$ cat src/rtl/l2b_evict_rdma_rd_sched.sv
// Read-port scheduler for the l2b writeback (evict) and RDMA buffers: picks one pending line,
// streams its beats into the l2b read port as the consumer accepts them, then pulses done.
module l2b_evict_rdma_rd_sched #(
  parameter int WB_ENTRIES   = 8,
  parameter int WB_WL_W      = 3,
  parameter int WB_BEATS     = 8,
  parameter int RDMA_ENTRIES = 4,
  parameter int RDMA_WL_W    = 2,
  parameter int RDMA_BEATS   = 4
) (
  input  logic                    gclk,
  input  logic                    rst,
  input  logic [WB_ENTRIES-1:0]   wb_pend,
  input  logic [RDMA_ENTRIES-1:0] rdma_pend,
  input  logic                    mcu_wr_rdy,
  input  logic                    sio_rdy,
  output logic                    l2b_evict_en_r0,
  output logic                    l2b_wbrd_en_r0,
  output logic [WB_WL_W-1:0]      l2b_wbrd_wl_r0,
  output logic [2:0]              l2b_ev_dword_r0,
  output logic                    l2b_rdma_rden_r0,
  output logic [RDMA_WL_W-1:0]    l2b_rdma_rdwl_r0,
  output logic                    wb_done,
  output logic [WB_WL_W-1:0]      wb_done_wl,
  output logic                    rdma_done,
  output logic [RDMA_WL_W-1:0]    rdma_done_wl,
  output logic                    busy,
  output logic [1:0]              dbg_state
);

  localparam int CNT_W = (WB_BEATS > RDMA_BEATS) ? $clog2(WB_BEATS) : $clog2(RDMA_BEATS);

  typedef enum logic [1:0] {
    IDLE      = 2'd0,
    WB_XFER   = 2'd1,
    RDMA_XFER = 2'd2
  } state_t;

  state_t                 r_state;
  logic [CNT_W-1:0]       r_cnt;
  logic [WB_WL_W-1:0]     r_wb_wl;
  logic [WB_WL_W-1:0]     r_wb_ptr;
  logic [WB_WL_W-1:0]     r_wb_done_wl;
  logic [RDMA_WL_W-1:0]   r_rdma_wl;
  logic [RDMA_WL_W-1:0]   r_rdma_ptr;
  logic [RDMA_WL_W-1:0]   r_rdma_done_wl;
  logic                   r_last_class;  // 0: WB granted last, 1: RDMA granted last
  logic                   r_wb_done;
  logic                   r_rdma_done;

  logic [WB_ENTRIES-1:0]   w_wb_elig;
  logic [RDMA_ENTRIES-1:0] w_rdma_elig;
  logic                    w_wb_any;
  logic                    w_rdma_any;
  logic                    w_pick_rdma;
  logic [WB_WL_W-1:0]      w_wb_sel;
  logic [RDMA_WL_W-1:0]    w_rdma_sel;
  logic                    w_wb_beat;
  logic                    w_rdma_beat;

  function automatic logic [WB_WL_W-1:0] wb_rr(input logic [WB_ENTRIES-1:0] req,
                                                input logic [WB_WL_W-1:0] ptr);
    logic               found;
    logic [WB_WL_W-1:0] idx;
    found = 1'b0;
    wb_rr = '0;
    for (int k = 0; k < WB_ENTRIES; k++) begin
      idx = WB_WL_W'((int'(ptr) + k) % WB_ENTRIES);
      if (!found && req[idx]) begin
        found = 1'b1;
        wb_rr = idx;
      end
    end
  endfunction

  function automatic logic [RDMA_WL_W-1:0] rdma_rr(input logic [RDMA_ENTRIES-1:0] req,
                                                    input logic [RDMA_WL_W-1:0] ptr);
    logic                 found;
    logic [RDMA_WL_W-1:0] idx;
    found = 1'b0;
    rdma_rr = '0;
    for (int k = 0; k < RDMA_ENTRIES; k++) begin
      idx = RDMA_WL_W'((int'(ptr) + k) % RDMA_ENTRIES);
      if (!found && req[idx]) begin
        found = 1'b1;
        rdma_rr = idx;
      end
    end
  endfunction

  // The owner drops pend one cycle after done, so mask the entry finishing this cycle.
  always_comb begin
    w_wb_elig   = wb_pend;
    w_rdma_elig = rdma_pend;
    if (r_wb_done)   w_wb_elig[r_wb_done_wl]     = 1'b0;
    if (r_rdma_done) w_rdma_elig[r_rdma_done_wl] = 1'b0;
  end

  assign w_wb_any    = |w_wb_elig;
  assign w_rdma_any  = |w_rdma_elig;
  assign w_pick_rdma = w_rdma_any && (!w_wb_any || !r_last_class);
  assign w_wb_sel    = wb_rr(w_wb_elig, r_wb_ptr);
  assign w_rdma_sel  = rdma_rr(w_rdma_elig, r_rdma_ptr);

  always_ff @(posedge gclk) begin
    if (rst) begin
      r_state        <= IDLE;
      r_cnt          <= '0;
      r_wb_wl        <= '0;
      r_wb_ptr       <= '0;
      r_wb_done_wl   <= '0;
      r_rdma_wl      <= '0;
      r_rdma_ptr     <= '0;
      r_rdma_done_wl <= '0;
      r_last_class   <= 1'b0;
      r_wb_done      <= 1'b0;
      r_rdma_done    <= 1'b0;
    end else begin
      r_wb_done      <= 1'b0;
      r_rdma_done    <= 1'b0;
      r_wb_done_wl   <= '0;
      r_rdma_done_wl <= '0;
      case (r_state)
        IDLE: begin
          if (w_wb_any || w_rdma_any) begin
            r_cnt <= '0;
            if (w_pick_rdma) begin
              r_state      <= RDMA_XFER;
              r_rdma_wl    <= w_rdma_sel;
              r_rdma_ptr   <= RDMA_WL_W'((int'(w_rdma_sel) + 1) % RDMA_ENTRIES);
              r_last_class <= 1'b1;
            end else begin
              r_state      <= WB_XFER;
              r_wb_wl      <= w_wb_sel;
              r_wb_ptr     <= WB_WL_W'((int'(w_wb_sel) + 1) % WB_ENTRIES);
              r_last_class <= 1'b0;
            end
          end
        end
        WB_XFER: begin
          if (mcu_wr_rdy) begin
            if (r_cnt == CNT_W'(WB_BEATS - 1)) begin
              r_cnt        <= '0;
              r_state      <= IDLE;
              r_wb_done    <= 1'b1;
              r_wb_done_wl <= r_wb_wl;
            end else begin
              r_cnt <= r_cnt + 1'b1;
            end
          end
        end
        RDMA_XFER: begin
          if (sio_rdy) begin
            if (r_cnt == CNT_W'(RDMA_BEATS - 1)) begin
              r_cnt          <= '0;
              r_state        <= IDLE;
              r_rdma_done    <= 1'b1;
              r_rdma_done_wl <= r_rdma_wl;
            end else begin
              r_cnt <= r_cnt + 1'b1;
            end
          end
        end
        default: r_state <= IDLE;
      endcase
    end
  end

  // A beat issues in the same cycle the consumer signals ready.
  assign w_wb_beat   = (r_state == WB_XFER) && mcu_wr_rdy;
  assign w_rdma_beat = (r_state == RDMA_XFER) && sio_rdy;

  assign l2b_wbrd_en_r0   = w_wb_beat;
  assign l2b_evict_en_r0  = w_wb_beat;
  assign l2b_wbrd_wl_r0   = w_wb_beat ? r_wb_wl : '0;
  assign l2b_ev_dword_r0  = w_wb_beat ? 3'(r_cnt) : 3'd0;
  assign l2b_rdma_rden_r0 = w_rdma_beat;
  assign l2b_rdma_rdwl_r0 = w_rdma_beat ? r_rdma_wl : '0;
  assign wb_done          = r_wb_done;
  assign wb_done_wl       = r_wb_done_wl;
  assign rdma_done        = r_rdma_done;
  assign rdma_done_wl     = r_rdma_done_wl;
  assign busy             = (r_state != IDLE);
  assign dbg_state        = r_state;

endmodule
$ cat config.mk
export PLATFORM = sky130hd
export DESIGN_NAME = l2b_evict_rdma_rd_sched
export DESIGN_NICKNAME = d
export VERILOG_FILES = /design/src/rtl/l2b_evict_rdma_rd_sched.sv
export SDC_FILE = /design/constraint.sdc
export NUM_CORES = 1
export LEC_CHECK = 0
export ABC_AREA = 1
export CAP_MARGIN = 20
export CORE_MARGIN = 5
export CORE_UTILIZATION = 35
export DETAILED_ROUTE_END_ITERATION = 6
export GPL_TIMING_DRIVEN = 0
export PLACE_DENSITY = 0.66
export RECOVER_POWER = 50
export SYNTH_ARGS = -nofsm -noshare
export SYNTH_HDL_FRONTEND = slang
export SYNTH_SLANG_ARGS = --single-unit
$ cat constraint.sdc
create_clock -name gclk -period 7.9 [get_ports gclk]
set_clock_uncertainty 0.1 [all_clocks]
set_input_delay 2.37 -clock gclk [delete_from_list [all_inputs] [get_ports gclk]]
set_output_delay 2.37 -clock gclk [all_outputs]
set_load 0.03 [all_outputs]
==> summary.txt, run 1 <==
Max Clock Freq = 0.1550 GHz
Min-Delay Path Class = register to register
Synth top area share = 0.2216
# nets final = 416
Core Util, Final = 0.4380
EDFF count, synth = 0
Setup WS pre-CTS = 1.503 ns
Sequential fraction of the synthesis area = 0.2216
H-tree Lvls = 1
CTS tree = yes
Cts hold-fix bufs = 0
Net Sw Power = 0.4240 mW
Clock Tree Root = clkbuf_8
Sw Share = 0.5231
Setup crit end kind = primary output
Mapped Nets = 376
Drt wl/cell = 11.17 um
Core area = 0.005851 mm^2
Asr flop ratio synth = 0
Synthesis-stage register bit count = 23
Vias in the first global route = 2170
Post-CTS Setup Bufs = 0
Die height = 87.06 um
Row cnt = 28
Num ports = 37
Die width = 87.06 um
FILL cells = 634
Non-Filler Instances = 463
Synth top area cells = dfxtp_1, nand2_1, nand3_1
Final Routed Wirelength = 5174 um
Synth Area per Inst = 5.955 um^2
Clock latency on the worst-skew pair = 0.26 ns
Overall power = 0.8106 mW
Pin count of the biggest net entering global routing = 14
CTS sink cnt = 23
Final Cycle Share = 0.8166
Placed cells = 459
Antenna-violating nets left = 0
Critical path class = primary input to primary output
Final setup viols = 0
Gr usage total = 0.1403
Setup ws final = 1.449 ns
Power share of the combinational group = 0.711
Top-count cell post-synth = nand2_1
GRT overflow = 0
CTS clk-pin slew, worst paths = 0.08 ns
Leakage power = 1.225 nW
Synth Instances = 349
Synth top cells by count = nand2_1, nand3_1, inv_1
Initial core utilization = 0.3552
Total number of vias = 2267
Synth unique cells = 37
Clock network power share = 0.088
Peak supply drop = 0.2113 mV
Worst-margin pin slew = 0.5397 ns
CP required = 5.43 ns
RSZ-0062 raised after global routing = no
Post-Syn Area = 0.002078 mm^2
Drt via density = 4.896
Sequential share of power = 0.201
Max Slew Vio Count = 0
CP max FO = 7
Critical Path AT = 3.98 ns
Pwr/cell area = 316.3 mW/mm^2
DRC Markers = 0
Antenna diode instance count = 0
Sequential Area = 460.4 um^2
Cts bufs inserted = 3
Setup TNS = 0 ns
Cell taking the most area after synthesis = dfxtp_1
Die area = 0.007579 mm^2
Outcome = finished clean
First-pass iteration count of the detailed router = 4
Rel. slew slack = 0.6402
Pint = 0.3866 mW
Share of cells above drive strength 1 = 0.06959
Initial antenna violation count = 0
CTS resizes = 0
Area occupied by multi-input gates = 0.001368 mm^2
Fin crit period = 6.451 ns
Syn. warnings = 0
Main synth FF type = dfxtp_1
Critical Path Source Type = primary input
Max-cap violations = 0
CTS max path bufs = 2
Placer congestion estimate = 0.8550
Area growth from synthesis to layout = 23.30%
Global-route wire length before repair = 8949 um
IO buf count = 35
Hold Violations, Final = 0
Detailed placer's ending HPWL = 4282 um
Initial DRC count = 69
-- metrics by stage --
step | area [um^2] | hold WS, ns
after detailed placement | 2522 | 0.3577
after global placement | 2522 | 0.3568
after global routing | 2562 | 0.4057
final | 2562 | 0.3778
after floorplan | 2078 | 0.3277
after CTS | 2569 | 0.3790
-- power by group through the flow --
stage / Combinational (mW) / Clock (mW) / Sequential, mW
finish: 0.577 / 0.0716 / 0.163
global route: 0.662 / 0.0781 / 0.167
CTS: 0.583 / 0.0737 / 0.163
detailed placement: 0.579 / 0 / 0.166
global placement: 0.574 / 0 / 0.165
floorplan: 0.451 / 0 / 0.169
-- flip-flops by register name (all words and copies together), names as in the netlist --
register,flops
dbg_state,2
r_cnt,3
r_last_class,1
r_rdma_ptr,2
r_rdma_wl,2
r_wb_ptr,3
r_wb_wl,3
rdma_done,1
rdma_done_wl,2
wb_done,1
wb_done_wl,3
-- cell usage in the layout (no fill, tap or decap), drive strengths merged --
master	count
or2	2
nand4	4
clkinv	2
o21a	1
nand3	58
nor2	30
a21o	1
a211oi	1
xor2	4
o21bai	2
and2	2
ha	11
o21ai	22
a31oi	1
dfxtp	23
nor3	5
a2bb2oi	1
nand3b	2
nand2	89
a21oi	23
o22ai	2
dlygate4sd3	11
clkdlybuf4s50	24
clkbuf	5
inv	54
buf	5
xnor2	1
a221oi	2
-- cell type report --
type,instances,share of cell area
plain buffers,7,0.01465
clock buffers,3,0.01611
clock inverters,1,0.001953
inverters,55,0.08057
multi-input cells,264,0.5337
flip-flops and latches,23,0.1797
well taps,75,0.03662
repair buffers,35,0.1367
-- worst max-delay path, stage by stage --
cell and delay (ns):
dlygate4sd3_1 0.55, nand2_1 0.16, inv_1 0.13, buf_4 0.11
clkdlybuf4s50_1 0.66
-- worst paths after layout --
check	cells past startpoint	slack, ns	from	endpoint
worst min register to register	2	0.38	r_last_class$_SDFFE_PP0P_	r_last_class$_SDFFE_PP0P_
worst max-delay path	5	1.45	mcu_wr_rdy	l2b_wbrd_en_r0
worst max register to register	16	4.75	r_wb_ptr[1]$_SDFFE_PP0P_	r_wb_ptr[1]$_SDFFE_PP0P_
worst min-delay path	2	0.38	r_last_class$_SDFFE_PP0P_	r_last_class$_SDFFE_PP0P_
-- layer usage --
layer,wire (um),part of all wire,vias up,GRT usage
li1,-,-,1214,-
met1,2487,0.48,1013,0.1837
met2,2506,0.48,32,0.2436
met3,120,0.023,8,0.01419
met4,60,0.012,0,0.03824
met5,0,0,-,0
-- cells by family after synthesis --
group	Yosys count	synth area share
AND/OR/NAND/NOR	192	0.4202
adder cells (fa/ha/maj)	11	0.06622
buffers and inverters	62	0.1192
AO/OA/AOI/OAI	56	0.1517
flip-flops	23	0.2216
XOR/XNOR	5	0.02107
No activity file was read; power rests on OpenSTA's default activity.
==> run 2: changes to the inputs <==
- PLACE_DENSITY: 0.66 -> 0.68
- clock period: 7.9 -> 5.8 ns (I/O delays scaled with it)
==> summary.txt, run 2 (synthesis results as in run 1) <==
Max Clock Freq = 0.1928 GHz
Power share of the combinational group = 0.711
IO buf count = 35
Worst-margin pin slew = 0.5445 ns
WL met1 = 2388 um
Drt via density = 4.903
Most frequent cells in the layout = nand2_1, nand3_1, inv_1, nor2_1, clkdlybuf4s50_1
Non-Filler Instances = 463
Max Slew Vio Count = 0
Setup TNS = 0 ns
Sequential share of power = 0.201
GRT overflow = 0
Antenna diode instance count = 0
Setup WS pre-CTS = 0.6731 ns
Global-route wire length before repair = 8845 um
H-tree Lvls = 1
Final Cycle Share = 0.8943
Die area = 0.007579 mm^2
Critical path class = primary input to primary output
Setup crit end kind = primary output
CP max FO = 7
CTS sink cnt = 23
Clock latency on the worst-skew pair = 0.26 ns
Leakage power = 1.222 nW
CP required = 3.96 ns
First-pass iteration count of the detailed router = 5
CTS resizes = 0
Detailed placer's ending HPWL = 4215 um
Net Sw Power = 0.5774 mW
Pin count of the biggest net entering global routing = 13
Sw Share = 0.5224
Setup ws final = 0.6129 ns
Met3 routed WL = 181 um
Die height = 87.06 um
Clock network power share = 0.089
Outcome = finished clean
Placer congestion estimate = 0.8743
# nets final = 416
DRC Markers = 0
Critical Path Source Type = primary input
Area growth from synthesis to layout = 23.24%
Final Routed Wirelength = 5140 um
Drt wl/cell = 11.10 um
Initial antenna violation count = 0
Post-CTS Setup Bufs = 0
Critical Path AT = 3.35 ns
Cts hold-fix bufs = 0
Max-cap violations = 0
Row cnt = 28
Core area = 0.005851 mm^2
CTS tree = yes
Pint = 0.5279 mW
Pwr/cell area = 431.5 mW/mm^2
Vias in the first global route = 2121
Peak supply drop = 0.2537 mV
Num ports = 37
Antenna-violating nets left = 0
CTS max path bufs = 2
Initial DRC count = 97
Met2 wire length = 2474 um
Total number of vias = 2270
Core Util, Final = 0.4378
Final setup viols = 0
Clock Tree Root = clkbuf_8
Min-Delay Path Class = register to register
Initial core utilization = 0.3552
Die width = 87.06 um
Placed cells = 459
Share of cells above drive strength 1 = 0.06701
Cts bufs inserted = 3
Most common cell after layout, fill and taps aside = nand2_1
Gr usage total = 0.1410
Hold Violations, Final = 0
Overall power = 1.105 mW
Rel. slew slack = 0.6370
Fin crit period = 5.187 ns
CTS clk-pin slew, worst paths = 0.08 ns
RSZ-0062 raised after global routing = no
Uppermost layer routed = met4
==> run 2: cell types whose count changed in the layout (fill, tap and decap cells not counted), sizes merged <==
cell    delta
clkbuf     +1
clkinv     -1
==> run 2: worst paths after layout <==
kind                       startpoint                       end  slack (ns)  depth (start not counted)
max reg2reg  r_wb_ptr[1]$_SDFFE_PP0P_  r_wb_ptr[1]$_SDFFE_PP0P_        2.63                         16
min reg2reg   r_wb_wl[0]$_SDFFE_PP0P_  wb_done_wl[0]$_SDFF_PP0_        0.36                          2
min           r_wb_wl[0]$_SDFFE_PP0P_  wb_done_wl[0]$_SDFF_PP0_        0.36                          2
max                        mcu_wr_rdy            l2b_wbrd_en_r0        0.61                          5
==> run 2: per-stage QoR <==
stage | hold slack, ns | instance area [um^2]
after CTS | 0.3612 | 2567
after detailed placement | 0.3491 | 2522
after floorplan | 0.3277 | 2078
after global placement | 0.3483 | 2522
final | 0.3608 | 2561
after global routing | 0.3985 | 2561
==> run 2: power by group through the flow <==
| stage | combinational [mW] | clock, mW | sequential (mW) |
|---|---|---|---|
| after floorplan | 0.615 | 0 | 0.230 |
| after global placement | 0.780 | 0 | 0.225 |
| after detailed placement | 0.787 | 0 | 0.226 |
| after CTS | 0.791 | 0.101 | 0.222 |
| after global routing | 0.899 | 0.106 | 0.229 |
| final | 0.786 | 0.0978 | 0.222 |
==> run 2: cell type report <==
| class | count | area, um^2 |
|---|---|---|
| buffer | 7 | 37.54 |
| clock buffer | 4 | 45.04 |
| fill | 625 | 3289 |
| inverter | 55 | 206.4 |
| multi-input combinational | 264 | 1368 |
| sequential | 23 | 460.4 |
| tap | 75 | 93.84 |
| timing repair buffer | 35 | 350.3 |
==> run 2: worst max-delay path, cell delays in order <==
cell and delay, ns:
dlygate4sd3_1 0.55, nand2_1 0.16, inv_1 0.13, buf_4 0.11
clkdlybuf4s50_1 0.66
==> run 2: routing by layer <==
| layer | up-vias | global-route usage |
|---|---|---|
| met5 | - | 0 |
| met4 | 0 | 0.04533 |
| met3 | 9 | 0.01608 |
| met2 | 46 | 0.2533 |
| met1 | 995 | 0.1737 |
| li1 | 1220 | - |
==> run 3: changes to the inputs <==
- CELL_PAD_IN_SITES_DETAIL_PLACEMENT: default -> 0
- CELL_PAD_IN_SITES_GLOBAL_PLACEMENT: default -> 2
- CORE_UTILIZATION: 35 -> 25
- PLACE_DENSITY: 0.68 -> 0.86
==> summary.txt, run 3 (synthesis results as in run 1) <==
Max Slew Vio Count = 0
Post-CTS Setup Bufs = 0
Critical Path AT = 3.37 ns
Max-cap violations = 0
CTS sink cnt = 23
FILL cells = 933
Max Clock Freq = 0.1921 GHz
Cts bufs inserted = 3
Gr usage total = 0.1164
Cts hold-fix bufs = 0
CTS tree = yes
Initial core utilization = 0.2542
CTS clk-pin slew, worst paths = 0.08 ns
Outcome = finished clean
Worst Hold Endpoint = wb_done_wl[0]$_SDFF_PP0_
Most frequent cells in the layout = nand2_1, nand3_1, inv_1, nor2_1
H-tree Lvls = 1
Num ports = 37
Clock Tree Root = clkbuf_8
Share of cells above drive strength 1 = 0.06443
RSZ-0062 raised after global routing = no
FF-to-FF End = r_wb_ptr[1]$_SDFFE_PP0P_
Core Util, Final = 0.3174
CP max FO = 7
Family with the most delay on the worst path = buffers and inverters
Final Cycle Share = 0.8976
Hold Crit Start = r_wb_wl[0]$_SDFFE_PP0P_
Worst stage delay on the critical path = 0.65 ns
Global-route wire length before repair = 9984 um
Antenna diode instance count = 0
CP max stage cell = clkdlybuf4s50_1
Hold Path Depth = 2
Clock latency on the worst-skew pair = 0.26 ns
Critical path class = primary input to primary output
Drt via density = 4.572
Drt wl/cell = 11.61 um
IO buf count = 35
Final hold slack = 0.3632 ns
Critical path depth in cells = 5
Most common cell after layout, fill and taps aside = nand2_1
# nets final = 416
Placed cells = 489
Pin count of the biggest net entering global routing = 13
Hold Violations, Final = 0
Reg2Reg Depth = 16
Row cnt = 33
GRT overflow = 0
Area growth from synthesis to layout = 24.86%
Initial antenna violation count = 0
Initial DRC count = 78
Final setup viols = 0
Peak supply drop = 0.2059 mV
Leakage power = 1.218 nW
Critical Path Source Type = primary input
Die area = 0.01024 mm^2
Worst-margin pin slew = 0.6986 ns
Placer congestion estimate = 0.8654
Non-Filler Instances = 493
CTS max path bufs = 2
Worst path cell trace = dlygate4sd3_1 -> nand2_1 -> inv_1 -> buf_4 -> clkdlybuf4s50_1
R2r startpoint = r_wb_ptr[1]$_SDFFE_PP0P_
Setup TNS = 0 ns
Setup crit end kind = primary output
Min-Delay Path Class = register to register
Fin crit period = 5.206 ns
Rel. slew slack = 0.5343
Die height = 101.2 um
Final Routed Wirelength = 5723 um
CP Buf/Inv Count = 4
Detailed placer's ending HPWL = 4847 um
Antenna-violating nets left = 0
First-pass iteration count of the detailed router = 4
Pwr/cell area = 431.1 mW/mm^2
Core area = 0.008175 mm^2
DRC Markers = 0
Reg2Reg Setup Slack = 2.63 ns
CTS resizes = 0
Vias in the first global route = 2210
Total number of vias = 2254
Die width = 101.2 um
CP required = 3.96 ns
## run 3: cell types whose count changed in the layout (fill, tap and decap cells not counted), sizes merged
cell / previous run / this run
dlygate4sd3: 11 / 12
clkdlybuf4s50: 24 / 23
## run 3: layout make-up
cell class,count,area (um^2),area share
Buffer,7,37.54,0.01446
Clock buffer,4,45.04,0.01736
Inverter,55,206.4,0.07956
Multi-Input combinational cell,264,1364,0.5256
Sequential cell,23,460.4,0.1774
Tap cell,105,131.4,0.05063
Timing Repair Buffer,35,350.3,0.1350
## run 3: worst register-to-register path: cells and delay by family, from the launching register on
kind | cells | cell delay, ns
AOI/OAI and AO/OA | 3 | 0.29
adders and majority gates | 2 | 0.69
buffers and inverters | 3 | 0.59
DFF | 1 | 0.33
and+or+nand+nor | 8 | 1.05
## run 3: power by group
group	switching [mW]	internal, mW	leakage (nW)
logic	0.522	0.278	1.01
registers	0.0220	0.199	0.188
clock network	0.0491	0.0489	0.0228
## run 3: through the flow
step	setup WS, ns	cell area [um^2]	power [mW]
final	0.5940	2595	1.119
after global routing	0.4970	2595	1.257
after CTS	0.6470	2605	1.139
after detailed placement	0.6470	2560	1.034
after global placement	0.6337	2560	1.033
after floorplan	1.638	2078	0.8446
## run 3: how the worst max path moves through the flow
| stage | from | end |
|---|---|---|
| global route | mcu_wr_rdy | l2b_wbrd_en_r0 |
| floorplan | mcu_wr_rdy | l2b_wbrd_en_r0 |
| global placement | mcu_wr_rdy | l2b_wbrd_en_r0 |
| CTS | mcu_wr_rdy | l2b_wbrd_en_r0 |
| detailed placement | mcu_wr_rdy | l2b_wbrd_en_r0 |
| finish | mcu_wr_rdy | l2b_wbrd_en_r0 |
## run 3: metal layers
metal  up-vias  share of wire  wire length [um]  track usage
met3         2          0.026               151      0.01309
met2        29           0.48              2753       0.2022
met1      1005           0.49              2808       0.1590
met4         0         0.0017                10      0.01534
met5         -              0                 0            0
li1       1218              -                 -            -
